===== config.mk =====
export PLATFORM = sky130hd
export DESIGN_NAME = serial_add_ctrl
export DESIGN_NICKNAME = d
export VERILOG_FILES = /design/src/rtl/serial_add_pkg.sv /design/src/rtl/serial_add_ctrl_full_adder.sv /design/src/rtl/serial_add_ctrl.sv
export SDC_FILE = /design/constraint.sdc
export NUM_CORES = 1
export LEC_CHECK = 0
export ABC_AREA = 1
export CAP_MARGIN = 0
export CORE_ASPECT_RATIO = 0.6
export CORE_MARGIN = 2
export CORE_UTILIZATION = 30
export DETAILED_ROUTE_END_ITERATION = 8
export HOLD_SLACK_MARGIN = 0.05
export PLACE_DENSITY = 0.58
export SYNTH_ARGS = -nofsm -noshare
export SYNTH_HDL_FRONTEND = slang
export SYNTH_SLANG_ARGS = --single-unit

===== constraint.sdc =====
create_clock -name clk -period 1.9 [get_ports clk]
set_input_delay 0.38 -clock clk [delete_from_list [all_inputs] [get_ports clk]]
set_output_delay 0.38 -clock clk [all_outputs]
set_load 0.02 [all_outputs]

===== src/rtl/serial_add_pkg.sv =====
// Shared FSM encodings and default operand width for the bit-serial adder.
package serial_add_pkg;

    localparam int unsigned DefaultWidth = 8;

    typedef enum logic [1:0] {
        StIdle = 2'd0,
        StRun  = 2'd1,
        StDone = 2'd2
    } state_e;

endpackage


===== src/rtl/serial_add_ctrl_full_adder.sv =====
// Single-bit full adder shared by the serial datapath.
module Full_Adder (
    input  logic a_i,
    input  logic b_i,
    input  logic c_i,
    output logic s_o,
    output logic c_o
);

    assign s_o = a_i ^ b_i ^ c_i;
    assign c_o = (a_i & b_i) | (c_i & (a_i ^ b_i));

endmodule


===== src/rtl/serial_add_ctrl.sv =====
// Bit-serial add/subtract controller: LSB-first, one bit per clock through one full adder.
module serial_add_ctrl
    import serial_add_pkg::*;
#(
    parameter int unsigned WIDTH = DefaultWidth
) (
    input  logic             clk,
    input  logic             rst_n,
    input  logic             start,
    input  logic             sub,
    input  logic [WIDTH-1:0] a,
    input  logic [WIDTH-1:0] b,
    input  logic             cin,
    output logic             ready,
    output logic             busy,
    output logic             done,
    output logic [WIDTH-1:0] sum,
    output logic             cout,
    output logic             ovf
);

    localparam int unsigned CntW = $clog2(WIDTH + 1);

    state_e            state_q, state_d;
    logic [CntW-1:0]   cnt_q, cnt_d;
    logic              carry_q, carry_d;
    logic              cmsb_q, cmsb_d;
    logic [WIDTH-1:0]  opa_q, opa_d;
    logic [WIDTH-1:0]  opb_q, opb_d;
    logic [WIDTH-1:0]  res_q, res_d;
    logic [WIDTH-1:0]  sum_q, sum_d;
    logic              cout_q, cout_d;
    logic              ovf_q, ovf_d;

    logic fa_s, fa_c;

    Full_Adder u_fa (
        .a_i (opa_q[0]),
        .b_i (opb_q[0]),
        .c_i (carry_q),
        .s_o (fa_s),
        .c_o (fa_c)
    );

    always_comb begin
        state_d = state_q;
        cnt_d   = cnt_q;
        carry_d = carry_q;
        cmsb_d  = cmsb_q;
        opa_d   = opa_q;
        opb_d   = opb_q;
        res_d   = res_q;
        sum_d   = sum_q;
        cout_d  = cout_q;
        ovf_d   = ovf_q;

        case (state_q)
            StIdle: begin
                if (start) begin
                    state_d = StRun;
                    opa_d   = a;
                    opb_d   = sub ? ~b : b;
                    carry_d = sub ? 1'b1 : cin;
                    cnt_d   = '0;
                end
            end
            StRun: begin
                // Counter saturates at WIDTH: that final RUN cycle only publishes the result.
                if (cnt_q == CntW'(WIDTH)) begin
                    state_d = StDone;
                    sum_d   = res_q;
                    cout_d  = carry_q;
                    ovf_d   = carry_q ^ cmsb_q;
                end else begin
                    opa_d   = opa_q >> 1;
                    opb_d   = opb_q >> 1;
                    res_d   = {fa_s, res_q[WIDTH-1:1]};
                    carry_d = fa_c;
                    cnt_d   = cnt_q + CntW'(1);
                    if (cnt_q == CntW'(WIDTH - 1)) begin
                        cmsb_d = carry_q;
                    end
                end
            end
            StDone: begin
                state_d = StIdle;
            end
            default: begin
                state_d = StIdle;
            end
        endcase
    end

    always_ff @(posedge clk) begin
        if (!rst_n) begin
            state_q <= StIdle;
            cnt_q   <= '0;
            carry_q <= 1'b0;
            cmsb_q  <= 1'b0;
            opa_q   <= '0;
            opb_q   <= '0;
            res_q   <= '0;
            sum_q   <= '0;
            cout_q  <= 1'b0;
            ovf_q   <= 1'b0;
        end else begin
            state_q <= state_d;
            cnt_q   <= cnt_d;
            carry_q <= carry_d;
            cmsb_q  <= cmsb_d;
            opa_q   <= opa_d;
            opb_q   <= opb_d;
            res_q   <= res_d;
            sum_q   <= sum_d;
            cout_q  <= cout_d;
            ovf_q   <= ovf_d;
        end
    end

    assign ready = (state_q == StIdle);
    assign busy  = (state_q == StRun);
    assign done  = (state_q == StDone);
    assign sum   = sum_q;
    assign cout  = cout_q;
    assign ovf   = ovf_q;

endmodule

==> summary by stage <==
Status
The flow ran to the end, and the final reports show no timing, DRC or antenna violations.

Synthesis
After synthesis, flip-flops and latches occupy between 40% and 50% of the total area. The synthesized instance count is 261. The count of warnings emitted by yosys is 0.

The synthesized area divided by synthesized cell count is 7.325 µm². The number of distinct standard cells referenced by the synthesized netlist is 26. The combined area of all synthesized cells is roughly 0.0019 mm². The total of flip-flops plus latches after synthesis is 42. After synthesis, the cell types taking the most area are dfxtp_1 (44%), nand2_1 (19%), o21ai_0 (5.2%), nor2_1 (4.9%), nand3_1 (4.2%). The fraction of post-synthesis cell area in the top cell type by area is between 40% and 50%.

The number of nets handed over by synthesis was about 290. Summed over all instances, the cell type with the most area after synthesis is dfxtp_1.

STA
The number of max-slew violations in the final report came to 0. Derived from the worst setup path, the maximum achievable clock frequency is around 560 MHz. Dividing the final minimum period by the clock period gives between 90% and 100%.

The final setup violation count is 0. Adding up every negative setup slack in the final design gives 0 ns. Measured against its own limit, the worst slew margin works out to 77.44%. The smallest clock period supported by the final layout is computed as 1.801 ns. The count of endpoints failing hold in the final timing report is 0. The pin slew with the least headroom to its limit is 0.3380 ns. Across the routed clock network, the largest skew measured is a little over 0.008 ns. Setup repair after global routing left no endpoint under its margin.

Final layout
The post-route netlist has 9.030% of its cells at a drive strength greater than 1. The area growth from synthesis to layout is 28.08%. At the end of the flow, the number of nets in the layout was 322. The number of antenna diodes in the final layout is 0.

Worst setup path
Along the worst path, the maximum fanout reaches 5. STA classifies the critical path startpoint as a flip-flop. The worst setup path is captured at an output pin. STA puts the critical path data required time at between 1.5 and 2 ns. The startpoint identified for the worst register-to-register timing path is cnt_q[0].

The biggest cell delay along the critical path is 0.62 ns. The worst setup path category is flip-flop to output pin. Walking the worst path, the cells encountered are nor2_2 > clkdlybuf4s50_1. The flop-to-flop setup slack is ~0.26 ns. The arrival time at the worst endpoint is 1.42 ns.

The length in cells of the worst reg-to-reg path is 8. The worst register-to-register path ends at opa_q[1]. The standard cell with the maximum stage delay on the critical path is clkdlybuf4s50_1.

CTS
The buffers inserted during post-CTS setup optimization is 0. Clock-pin slew was measured on the worst setup and hold paths at ~0.080 ns. The clock root buffer is clkbuf_8. The number of buffers between clock root and the deepest sink is 2.

The CTS tree is built. The total clock buffers created by CTS is 5. The H-tree depth is 2. The later pin in the worst-skew pair is clocked with a latency of ~0.30 ns. The clock sink count is 42.

Job
Max-cap violations in this run came to 0.

Floorplan
The number of top-level design ports is 34. Measured along the x axis, the die boundary spans approximately 110 µm. The die area is approximately 0.007 mm². The cell row count is 22.

For this configuration, the core starts out at a cell density of between 30% and 40%. The chip height is around 66 µm. After floorplanning, the core was sized to cover between 0.006 and 0.007 mm².

Worst hold path
The path with the worst hold slack has its endpoint at opa_q[7]. The number of cells on the worst hold path is 2. The startpoint of the most critical hold path is opa_q[7]. The class of the tightest hold or removal check is flip-flop to flip-flop.

GRT
The via count of the first global-routing pass came to 1,555. The busiest layer in global routing is met1. For this run the aggregate overflow at the end of global routing stands at 0. Entering global routing, the biggest net connects 29 pins. The initial antenna violation count was 0. The first global-routing pass estimated ~7300 µm of wire. The overall global routing resource usage is between 10% and 20%. The met1 capacity usage during global routing is between 10% and 20%. In the global route stage, met3 resource usage came out at 3.941%.

For met2 alone, demand over resource in global routing was a little under a fifth.

Route
The pre-antenna-repair detailed-routing pass consisted of 4 iterations. For this run, design rule violations remaining after detail routing come to 0. The ratio of routed vias to standard cells is between 4 and 5. The final layout contains routed wiring with a total length of ~4300 µm.

The post-detailed-route count of antenna-violating nets is 0. In this run, the number of DRC markers left after iteration 0 of detailed routing was 82. For this block, the via count after detailed routing is 1,666. Dividing the detail-routed wire length by the instance count gives between 10 and 15 µm.

Pwr
Power spread over the standard cell area amounts to 783.3 mW/mm². The design draws between 1500 and 2000 µW. The worst vdd rail ir drop is approximately 330 µV.

The leakage power total is 0.001079 µW.

Place
Detailed placement ended at an HPWL of roughly 3100 µm. The weighted congestion at the end of routability-driven global placement is between 0.8 and 0.9. The count of buffers added on input and output ports is 33.
[metal layers]
metal / wire length [µm] / vias up
met3: 174 / 5
met2: 1699 / 29
met4: 31 / 0
met5: 0 / -
li1: - / 895
met1: 2379 / 737
[state kept, by name, indices dropped and copies added (netlist names)]
| name | cells |
|---|---|
| opa_q | 8 |
| opb_q | 8 |
| res_q | 8 |
| sum | 8 |
| cnt_q | 4 |
| state_q | 2 |
| carry_q | 1 |
| cmsb_q | 1 |
| cout | 1 |
| ovf | 1 |
[metrics by stage]
stage / util, % / setup WS (ns) / cells / area (µm²) / hold WS, ns
global placement: 38.10 / 0.2832 / 375 / 2338 / 0.4286
floorplan: - / 0.5735 / 261 / 1912 / 0.4191
detailed placement: 38.10 / 0.2309 / 375 / 2338 / 0.4350
CTS: 39.89 / 0.08399 / 383 / 2449 / 0.4553
finish: 39.89 / 0.09884 / 383 / 2449 / 0.4550
global route: 39.89 / 0.04906 / 383 / 2449 / 0.4781
[cell families after synthesis]
| family | after synthesis | share of synthesized area (%) |
|---|---|---|
| and+or+nand+nor | 149 | 33.64 |
| DFF | 42 | 43.98 |
| AOI/OAI and AO/OA | 32 | 9.032 |
| buffers and inverters | 28 | 7.787 |
| xor gates and xnor gates | 7 | 3.207 |
| adders and majority gates | 3 | 2.356 |
[final cells by class]
cell class                 count  area [µm²]
tap                           84       105.1
multi-input combinational    191       922.1
timing repair buffer          42       407.9
fill                         631        3690
clock inverter                 3       43.79
clock buffer                   5       68.82
sequential                    42       840.8
inverter                      16       60.06
[worst max path at each step]
stage               startpoint        to  slack [ns]  cells after the start
floorplan             cnt_q[0]  opb_q[6]        0.57                      9
global placement         rst_n  opb_q[0]        0.28                      6
detailed placement       start  opa_q[1]        0.23                      6
CTS                 state_q[0]     ready        0.08                      2
global route        state_q[0]     ready        0.05                      2
finish              state_q[0]     ready         0.1                      2
[cell usage in the layout, fill, tap and decap left out, types with 2 or more instances in the layout]
cell	n
nand2_1	96
dfxtp_1	42
clkdlybuf4s50_1	31
nor2_1	25
o21ai_0	20
nand3_1	16
inv_1	15
a21oi_1	10
buf_4	8
xnor2_1	6
clkbuf_8	5
nand2_4	3
nand4_1	3
ha_1	2
dlygate4sd2_1	2
[worst max-delay path, delay by kind of cell, from the launching register on]
family	cells	cell delay [ns]
buffers and inverters	1	0.62
and+or+nand+nor	1	0.15
DFF	1	0.36
[repair_timing]
item,CTS,global route
gates resized for setup,2,0
hold buffers,0,0
setup endpoints to repair,2,0
[Yosys cell counts]
cell / count
a21oi_4: 1
inv_1: 15
nand3_1: 16
inv_2: 1
fa_1: 1
nand2_1: 96
nand3_2: 1
clkbuf_1: 2
nand2_4: 3
buf_2: 4
clkbuf_2: 1
xnor2_1: 6
dfxtp_1: 42
nand3_4: 1
nor2_4: 1
o22ai_1: 1
or2_2: 1
nand4_1: 3
buf_6: 5
a21oi_1: 10
ha_1: 2
nor2_2: 1
nor3_1: 1
xor2_1: 1
o21ai_0: 20
nor2_1: 25
[report_power, final]
| part | leakage, µW | internal [µW] | total (µW) | switching [µW] |
|---|---|---|---|---|
| clock network | 0.0000585 | 394 | 720 | 326 |
| registers | 0.000342 | 918 | 943 | 24.7 |
| logic | 0.000678 | 116 | 255 | 139 |
| total | 0.00108 | 1430 | 1920 | 490 |
No activity file was read; power rests on OpenSTA's default activity.
